===== src/rtl/ram_1w1r_bypass_pkg.sv =====
// Shared definitions for the 1W1R bypass RAM: clear-engine state encoding
// and byte-lane helpers used by the top level and the storage array.
package ram_1w1r_bypass_pkg;

  // Clear engine states
  typedef enum logic [0:0] {
    ST_IDLE  = 1'b0,
    ST_CLEAR = 1'b1
  } clr_state_t;

  // Every lane covers one byte of the data word
  localparam int LANE_BITS = 8;

  // Number of byte lanes in a data word of the given width
  function automatic int lane_count(input int dwidth);
    return dwidth / LANE_BITS;
  endfunction

endpackage


===== src/rtl/ram_1w1r_array.sv =====
// Storage array for ram_1w1r_bypass. Holds only the memory, the byte-lane
// write loop and the registered read. Nothing here is reset, so synthesis
// can map it onto block RAM with per-byte write enables.
module ram_1w1r_array
  import ram_1w1r_bypass_pkg::*;
#(
  parameter int DEPTH  = 64,
  parameter int DWIDTH = 32,
  parameter int AWIDTH = $clog2(DEPTH),
  parameter int MW     = lane_count(DWIDTH)
) (
  input  logic              clk,
  input  logic              we,
  input  logic [MW-1:0]     wmask,
  input  logic [AWIDTH-1:0] waddr,
  input  logic [DWIDTH-1:0] wdata,
  input  logic              re,
  input  logic [AWIDTH-1:0] raddr,
  output logic [DWIDTH-1:0] rdata
);

  (* ram_style = "block" *) logic [DWIDTH-1:0] mem [DEPTH];

  logic [DWIDTH-1:0] rdata_reg;

  // Byte-lane write: only lanes with their mask bit set are touched
  always_ff @(posedge clk) begin
    if (we) begin
      for (int k = 0; k < MW; k++) begin
        if (wmask[k]) begin
          mem[waddr][k*LANE_BITS +: LANE_BITS] <= wdata[k*LANE_BITS +: LANE_BITS];
        end
      end
    end
  end

  // Registered read; returns the pre-write contents on a same-edge collision
  always_ff @(posedge clk) begin
    if (re) begin
      rdata_reg <= mem[raddr];
    end
  end

  assign rdata = rdata_reg;

endmodule


===== src/rtl/ram_1w1r_bypass.sv =====
// Simple dual-port RAM with one write and one read port on a shared clock.
// Adds per-byte write-through bypass for same-address read/write collisions,
// an optional output register and a zero-fill clear engine that owns the
// write port while it runs.
module ram_1w1r_bypass
  import ram_1w1r_bypass_pkg::*;
#(
  parameter  int DEPTH          = 64,
  parameter  int DWIDTH         = 32,
  parameter  int OUT_REG        = 0,
  parameter  int CLEAR_ON_RESET = 1,
  localparam int AWIDTH         = $clog2(DEPTH),
  localparam int MW             = lane_count(DWIDTH)
) (
  input  logic              i_clk,
  input  logic              i_rst_n,
  input  logic              i_we_n,
  input  logic [MW-1:0]     i_wmask,
  input  logic [AWIDTH-1:0] i_waddr,
  input  logic [DWIDTH-1:0] i_wdata,
  input  logic              i_re_n,
  input  logic [AWIDTH-1:0] i_raddr,
  output logic [DWIDTH-1:0] o_rdata,
  output logic              o_rvalid,
  input  logic              i_clr,
  output logic              o_busy
);

  // Reject geometries the lane logic cannot represent
  generate
    if ((DWIDTH % LANE_BITS) != 0 || DWIDTH < 8 || DWIDTH > 512 || DEPTH < 2) begin : g_bad_params
      $error("ram_1w1r_bypass: DWIDTH must be a multiple of 8 in 8..512 and DEPTH must be >= 2");
    end
  endgenerate

  localparam int                AW1         = AWIDTH + 1;
  localparam logic [AWIDTH:0]   DEPTH_L     = AW1'(DEPTH);
  localparam logic [AWIDTH-1:0] LAST_ADDR   = AWIDTH'(DEPTH - 1);
  localparam clr_state_t        RESET_STATE = (CLEAR_ON_RESET != 0) ? ST_CLEAR : ST_IDLE;

  // Clear engine
  clr_state_t        state_reg, state_next;
  logic [AWIDTH-1:0] clr_addr_reg, clr_addr_next;
  logic              busy;

  // User port qualification
  logic              waddr_ok;
  logic              raddr_ok;
  logic              wr_user;
  logic              rd_acc;
  logic              collide;

  // Array port after the clear/user mux
  logic              arr_we;
  logic [MW-1:0]     arr_wmask;
  logic [AWIDTH-1:0] arr_waddr;
  logic [DWIDTH-1:0] arr_wdata;
  logic              arr_re;
  logic [DWIDTH-1:0] arr_rdata;

  // First read stage: bypass information aligned with the array output
  logic              v1_reg;
  logic              oor_reg;
  logic [MW-1:0]     coll_mask_reg;
  logic [DWIDTH-1:0] byp_data_reg;
  logic [DWIDTH-1:0] merged;

  // Last completed read, so o_rdata can hold between reads
  logic [DWIDTH-1:0] data_reg;

  assign busy   = (state_reg == ST_CLEAR);
  assign o_busy = busy;

  // Addresses at or above DEPTH only exist when DEPTH is not a power of two
  assign waddr_ok = ({1'b0, i_waddr} < DEPTH_L);
  assign raddr_ok = ({1'b0, i_raddr} < DEPTH_L);

  // A write with an empty mask changes nothing, so it is not treated as a write
  assign wr_user = !i_we_n && !busy && waddr_ok && (|i_wmask);
  assign rd_acc  = !i_re_n && !busy;
  assign collide = rd_acc && wr_user && (i_raddr == i_waddr);

  // Clear FSM state register; reset optionally launches a zero-fill
  always_ff @(posedge i_clk or negedge i_rst_n) begin
    if (!i_rst_n) begin
      state_reg    <= RESET_STATE;
      clr_addr_reg <= '0;
    end else begin
      state_reg    <= state_next;
      clr_addr_reg <= clr_addr_next;
    end
  end

  // Clear FSM next state: one word per cycle, leave after the last address
  always_comb begin
    state_next    = state_reg;
    clr_addr_next = clr_addr_reg;
    case (state_reg)
      ST_IDLE: begin
        if (i_clr) begin
          state_next    = ST_CLEAR;
          clr_addr_next = '0;
        end
      end
      ST_CLEAR: begin
        if (clr_addr_reg == LAST_ADDR) begin
          state_next    = ST_IDLE;
          clr_addr_next = '0;
        end else begin
          clr_addr_next = clr_addr_reg + AWIDTH'(1);
        end
      end
      default: begin
        state_next    = ST_IDLE;
        clr_addr_next = '0;
      end
    endcase
  end

  // Write-port mux: the clear engine takes the port and writes zero to every lane
  always_comb begin
    arr_we    = wr_user;
    arr_wmask = i_wmask;
    arr_waddr = i_waddr;
    arr_wdata = i_wdata;
    if (busy) begin
      arr_we    = 1'b1;
      arr_wmask = '1;
      arr_waddr = clr_addr_reg;
      arr_wdata = '0;
    end
  end

  // Out-of-range reads never touch the array; their result is forced to zero
  assign arr_re = rd_acc && raddr_ok;

  ram_1w1r_array #(
    .DEPTH  (DEPTH),
    .DWIDTH (DWIDTH),
    .AWIDTH (AWIDTH),
    .MW     (MW)
  ) u_array (
    .clk   (i_clk),
    .we    (arr_we),
    .wmask (arr_wmask),
    .waddr (arr_waddr),
    .wdata (arr_wdata),
    .re    (arr_re),
    .raddr (i_raddr),
    .rdata (arr_rdata)
  );

  // Capture collision lanes and write data alongside the array read
  always_ff @(posedge i_clk or negedge i_rst_n) begin
    if (!i_rst_n) begin
      v1_reg        <= 1'b0;
      oor_reg       <= 1'b0;
      coll_mask_reg <= '0;
      byp_data_reg  <= '0;
    end else begin
      v1_reg        <= rd_acc;
      oor_reg       <= rd_acc && !raddr_ok;
      coll_mask_reg <= collide ? i_wmask : '0;
      byp_data_reg  <= i_wdata;
    end
  end

  // Per-lane merge: colliding lanes take the new write data
  genvar gi;
  generate
    for (gi = 0; gi < MW; gi++) begin : g_merge
      assign merged[gi*LANE_BITS +: LANE_BITS] =
        oor_reg            ? {LANE_BITS{1'b0}} :
        coll_mask_reg[gi]  ? byp_data_reg[gi*LANE_BITS +: LANE_BITS] :
                             arr_rdata[gi*LANE_BITS +: LANE_BITS];
    end
  endgenerate

  // Remember each completed read; doubles as the output register when enabled
  always_ff @(posedge i_clk or negedge i_rst_n) begin
    if (!i_rst_n) begin
      data_reg <= '0;
    end else if (v1_reg) begin
      data_reg <= merged;
    end
  end

  generate
    if (OUT_REG != 0) begin : g_out_reg
      logic v2_reg;

      // Valid follows the data register by one extra stage
      always_ff @(posedge i_clk or negedge i_rst_n) begin
        if (!i_rst_n) begin
          v2_reg <= 1'b0;
        end else begin
          v2_reg <= v1_reg;
        end
      end

      assign o_rdata  = data_reg;
      assign o_rvalid = v2_reg;
    end else begin : g_out_direct
      // Present the merge directly in the completing cycle, otherwise hold
      assign o_rdata  = v1_reg ? merged : data_reg;
      assign o_rvalid = v1_reg;
    end
  endgenerate

endmodule

===== config.mk =====
export PLATFORM = sky130hd
export DESIGN_NAME = ram_1w1r_bypass
export DESIGN_NICKNAME = d
export VERILOG_FILES = /design/src/rtl/ram_1w1r_bypass_pkg.sv /design/src/rtl/ram_1w1r_array.sv /design/src/rtl/ram_1w1r_bypass.sv
export SDC_FILE = /design/constraint.sdc
export NUM_CORES = 2
export LEC_CHECK = 0
export BUFFER_PORTS_ARGS = -buffer_cell sky130_fd_sc_hd__buf_2
export CAP_MARGIN = 5
export CORE_UTILIZATION = 60
export DETAILED_ROUTE_END_ITERATION = 16
export PLACE_DENSITY_LB_ADDON = 0.25
export SYNTH_ARGS = -nofsm -noshare
export SYNTH_HDL_FRONTEND = slang
export SYNTH_HIERARCHICAL = 1
export SYNTH_SLANG_ARGS = --single-unit
export TNS_END_PERCENT = 10

===== constraint.sdc =====
create_clock -name i_clk -period 3.8 [get_ports i_clk]
set_clock_uncertainty 0.1 [all_clocks]
set_input_delay 0.57 -clock i_clk [delete_from_list [all_inputs] [get_ports i_clk]]
set_output_delay 0.57 -clock i_clk [all_outputs]
set_load 0.01 [all_outputs]

; ---- Yosys cells after proc, flatten, opt, wreduce, memory -nomap -nowiden
; Memories as Yosys holds them, arrays and structs flattened. A register that Yosys moved wholly into a read port is not among the register bits.
; Index checks and enable logic that the tools add are counted.
[totals]
ff_bits = 76
latch_bits = 0
mem_bits_rw = 2048
mem_bits_ro = 0
inputBits = 53
output_inout_bits = 34
wordCells = 49
n_memories = 1
[op_classes]
addsub = 1
mul = 0
div_mod_pow = 0
magnitude_cmp = 0
n_eq_ne = 3
n_shift = 0
n_mux = 28
bitwise_logic = 1
n_reduce_logical = 9
[mem_list]
columns = name, words, width, read_ports, rd_ports_with_merged_regs, wr, line
row1 = u_array.mem, 64, 32, 1, 1, 1, ram_1w1r_array.sv:22  ; (* ram_style = "block" *) logic [DWIDTH-1:0] mem [DEPTH];
[ops]
columns = cell, count
row1 = 2-to-1 mux 32 bit, 2
row2 = 2-to-1 mux 8 bit, 4
row3 = 2-to-1 mux 6 bit, 3
row4 = 2-to-1 mux 1 bit, 15
row5 = one-hot mux 6 bit (2 select lines), 1
row6 = 2-to-1 mux 4 bit, 2
row7 = "adder 6 x 1 -> 6 bit, second input constant", 1
row8 = equality test 6 bit, 1
row9 = "equality test 6 bit, second input constant", 1
row10 = logical AND 1 bit, 5
row11 = OR reduction 4 bit, 1
row12 = zero test 1 bit, 3
row13 = "inequality test 2 bit, second input constant", 1
row14 = one-hot mux 1 bit (2 select lines), 1
row15 = NOT 1 bit, 1

; ---- Depth between registers and ports, before layout
[depth]
word_depth = 6
depth_mapped = 10
ltp_nobuf = 6

; ---- By module
; Netlist, hierarchy kept.
[by_module_without_submodules]
columns = module, instances, cells_per_inst, area_each_um2, seq_area_each_um2
row1 = ram_1w1r_array, 1, 3576, 80091.8, 62459.9
row2 = ram_1w1r_bypass, 1, 284, 3189.3, 1903.1

; ---- Least setup slack after synthesis
; No wires, ideal clock.
[synth_path]
path_type = flip-flop to flip-flop
from = register state_reg, in the netlist o_busy
to = memory u_array.mem[0][10], data pin
setup_time_ps = 514
arrival_ps = 2346
required_ps = 3186
slack_ps = 839
path_stages_with_launch = 4
path_buffers = 2
synth_period_minus_slack_ps = 2961
cell_sequence = dfstp_2 buf_2 clkbuf_1 nor2b_1
[synth_between]
elab_chain_len = 1
[synth_rtl]
columns = element, line
row1 = "start, declared", ram_1w1r_bypass.sv:42  ; clr_state_t state_reg, state_next;
row2 = "start signal, assigned", ram_1w1r_bypass.sv:89  ; state_reg <= state_next;
row3 = 2-to-1 mux 32 bit, ram_1w1r_bypass.sv:126  ; if (busy) begin
row4 = net arr_wdata[10], ram_1w1r_bypass.sv:57  ; logic [DWIDTH-1:0] arr_wdata;
row5 = "end, declared", ram_1w1r_array.sv:22
; The timed path passes the listed nets, and every way through them passes these cells.

; ---- Worst setup path after layout
[layout_path]
from = register state_reg, in the netlist o_busy
to = memory u_array.mem[40][20], enable pin
[layout_between]
elab_cells_between_ends = 9
classes_between = mux (6) / reduce/logical (3)
[layout_lines]
columns = element, line
row1 = 2-to-1 mux 6 bit, ram_1w1r_bypass.sv:126
row2 = net arr_waddr[0], ram_1w1r_bypass.sv:56  ; logic [AWIDTH-1:0] arr_waddr;
; The timed path passes the listed nets, and every way through them passes these cells.

==> reports/metrics.csv <==
stage;metric;value;unit
logic_synthesis;Netlist cell types;50;
hold_path;hold endpoint;coll_mask_reg[2];
power_and_ir_drop;Max VDD drop;0.416;mV
power_and_ir_drop;P_leak;32.7;nW
die;core footprint;0.138;sq mm
hold_path;hold path startpoint;i_we_n;
logic_synthesis;Synth top area share;0.750;
power_and_ir_drop;Final Total Pwr;0.0554;W
power_and_ir_drop;PwrDens;577;mW/mm^2
final_layout;final instance area;0.0960;sq mm
clock_network;clock latency at the later pin of the worst-skew pair;0.85;ns
logic_synthesis;syn avg cell area;21.6;sq um
global_routing;largest net degree at the start of global routing;68;
detailed_routing;Vias/cell;6.80;
timing;Final Hold Viols;0;
detailed_routing;routed vias;43400;
clock_network;# H-tree levels;4;
clock_network;CTS tree;yes;
global_routing;vias in the first global route;42700;
timing;crit path time final;3.55;ns
placed_design;Area after DPL;0.0888;sq mm
timing;Tightest Pin Transition;1.30;ns
critical_path;Crit Path Category;register to register;
logic_synthesis;Synth Net Count;3914;
clock_network;Worst-path clk slew;0.06;ns
placed_design;# port buffers;86;
critical_path;CP Data Required Time;4.24;ns
timing;relative slew slack;0.132;
logic_synthesis;ranking of synthesized cells by area;edfxtp_1, mux4_2, dfrtp_1;
final_layout;Area Growth Syn to Fin;15.3;%
final_layout;Most flops, register;u_array/mem;
logic_synthesis;dominant cell type by area after synthesis;edfxtp_1;
timing;worst hold slack;0.0811;ns
clock_network;CTS Buffer Depth;3;
clock_network;Setup Buffers After CTS;0;
timing;setup TNS;0;ns
logic_synthesis;synthesized cell area;0.0833;sq mm
timing;unrepaired setup endpoints after global routing;no;
clock_network;Clock Root Buffer;clkbuf_16;
logic_synthesis;synth warn;6;
final_layout;ratio of cells with drive above 1 in the final layout;0.317;
die;die height;375;microns
final_layout;fin nets;4446;
hold_path;WHS Path Cells;3;
critical_path;R2R cell count;5;
global_routing;first-pass GRT wire length;316;mm
detailed_routing;# DRC;0;
run;max-cap violations;0;
die;starting density of the core;0.605;
critical_path;crit path capture type;register;
critical_path;Critical Path Fanout Max;10;
logic_synthesis;Seq cells post-synth;2156;
placed_design;GP Congestion;0.898;
critical_path;Critical R2R Launch;o_busy;
clock_network;Clock Sinks;2156;
final_layout;max reg flops;2048;
placed_design;dpl hpwl;139;mm
critical_path;Critical Path AT;3.99;ns
clock_network;CTS Buf Count;203;
detailed_routing;Detailed Routing Iterations Pass 1;9;
logic_synthesis;sequential share of the synthesized area;0.773;
die;Die ar.;0.140;sq mm
critical_path;reg-to-reg setup timing slack;0.25;ns
critical_path;CP startpoint kind;register;
run_status;outcome;finished, final reports clean;
timing;crit share post-route;0.935;
clock_network;PostCTS Resize Cnt;0;
logic_synthesis;FFs w/ async S/R, synth;0.0353;
timing;Max Clk Rate;281;MHz
global_routing;grt total ovfl;0;
timing;Final Setup Violations;0;
detailed_routing;Final ANT Viol Nets;0;
logic_synthesis;Post-synth EDFFs;2080;
final_layout;fin util;0.698;
die;io pins;87;
die;Horiz. Die Dim;375;microns
critical_path;worst reg2reg path endpoint;u_array/mem[40][20];
detailed_routing;final wirelength;226;mm
die;Rows;136;
critical_path;Setup crit start;o_busy;
detailed_routing;drt wl/cell;35.3;microns
logic_synthesis;commonest register cell after synthesis;edfxtp_1;
timing;final slew viol count;0;
global_routing;antenna violations before repair;17;
hold_path;hold crit path type;input port to register;
global_routing;GRT Util Overall;0.325;
detailed_routing;Detailed Route Iter0 Violations;6920;
logic_synthesis;Gate Count Post-Synth;3860;
## layout make-up
cell class                 instances  area (sq um)
timing repair buffer             555          4530
antenna                           23          57.6
inverter                           7          26.3
clock inverter                   124          1330
multi-input combinational       1469         18000
tap                             1794          2240
fill                            7986         41600
clock buffer                     258          5460
sequential                      2156         64400
## critical path, cell delays in order (launching register included)
cell	delay, ns
dfstp_4	0.68
mux2_2	0.43
nor3_1	0.62
nand2_1	0.80
nor2_1	0.36
buf_4	0.26
## cell usage after synthesis (all sizes together), types with 6 or more instances
cell type	n
a22o	11
nand3	16
xnor2	6
nand2b	13
nor3b	6
nor2	316
clkbuf	89
buf	139
a22oi	50
inv	7
dfrtp	75
o21ai	12
nor3	21
mux2i	112
edfxtp	2080
or2	6
o221ai	15
mux2	32
nand2	89
a221oi	16
o22ai	43
nor2b	41
o211ai	20
a21oi	64
mux4	543
## placed cells by master (no fill, tap or decap), types with 7 or more instances in the layout
cell              n
a221oi_1         16
nand2b_1         13
dfrtp_1          74
clkinv_8          7
clkbuf_1         40
nand3_1          15
nor2_1          313
bufinv_16        24
clkbuf_8         14
nor2b_4          34
diode_2          23
a22oi_1          50
nor3_1           21
buf_2            80
clkinvlp_4        8
clkinv_2         39
nand2_1          85
a22o_1           11
mux4_2          543
o22ai_1          43
buf_4           396
edfxtp_1       2080
clkinv_1         37
a21oi_1          64
o21ai_0          12
o211ai_1         20
clkbuf_16       205
mux2_2           32
dlygate4sd3_1    41
o221ai_1         15
mux2i_1         112
inv_1             7
buf_12           35
## per-stage QoR
stage	setup slack (ns)	instances
6_report	0.246	6386
5_1_grt	0.274	6367
4_1_cts	0.531	6362
3_5_place_dp	0.420	5939
3_3_place_gp	0.486	5939
2_1_floorplan	0.839	3860
## how the worst max path moves through the flow
stage	endpoint	slack, ns
5_1_grt	u_array/mem[37][11]	0.27
4_1_cts	u_array/mem[1][13]	0.53
3_5_place_dp	u_array/rdata[8]	0.42
6_report	u_array/mem[40][20]	0.25
3_3_place_gp	u_array/rdata[8]	0.49
2_1_floorplan	u_array/mem[0][10]	0.84
## where the power goes
group | internal [W] | switching (W) | total [W]
logic | 0.00218 | 0.00414 | 0.00632
clock network | 0.0118 | 0.00874 | 0.0205
registers | 0.0280 | 0.000468 | 0.0285
total | 0.0420 | 0.0133 | 0.0554
## cell families after synthesis
logic type,after synthesis,synth area share
mux,687,0.165
buf+inv,235,0.0143
fa+ha+maj,1,0.000150
simple gates,530,0.0274
compound gates,243,0.0197
xor+xnor,8,0.000841
flops,2156,0.773
## routing by layer
layer	GRT usage	vias to the layer above	part of all wire
met3	0.0966	608	0.13
met4	0.155	30	0.051
met2	0.485	3238	0.46
met5	0.0127	-	0.0020
li1	-	17100	-
met1	0.444	22400	0.35
## timing repair
action,4_1_cts,5_1_grt
hold buffers,41,0
endpoints found under the hold margin,106,0
endpoints found under the setup margin,0,0
Power figures use the tool's default switching activity.
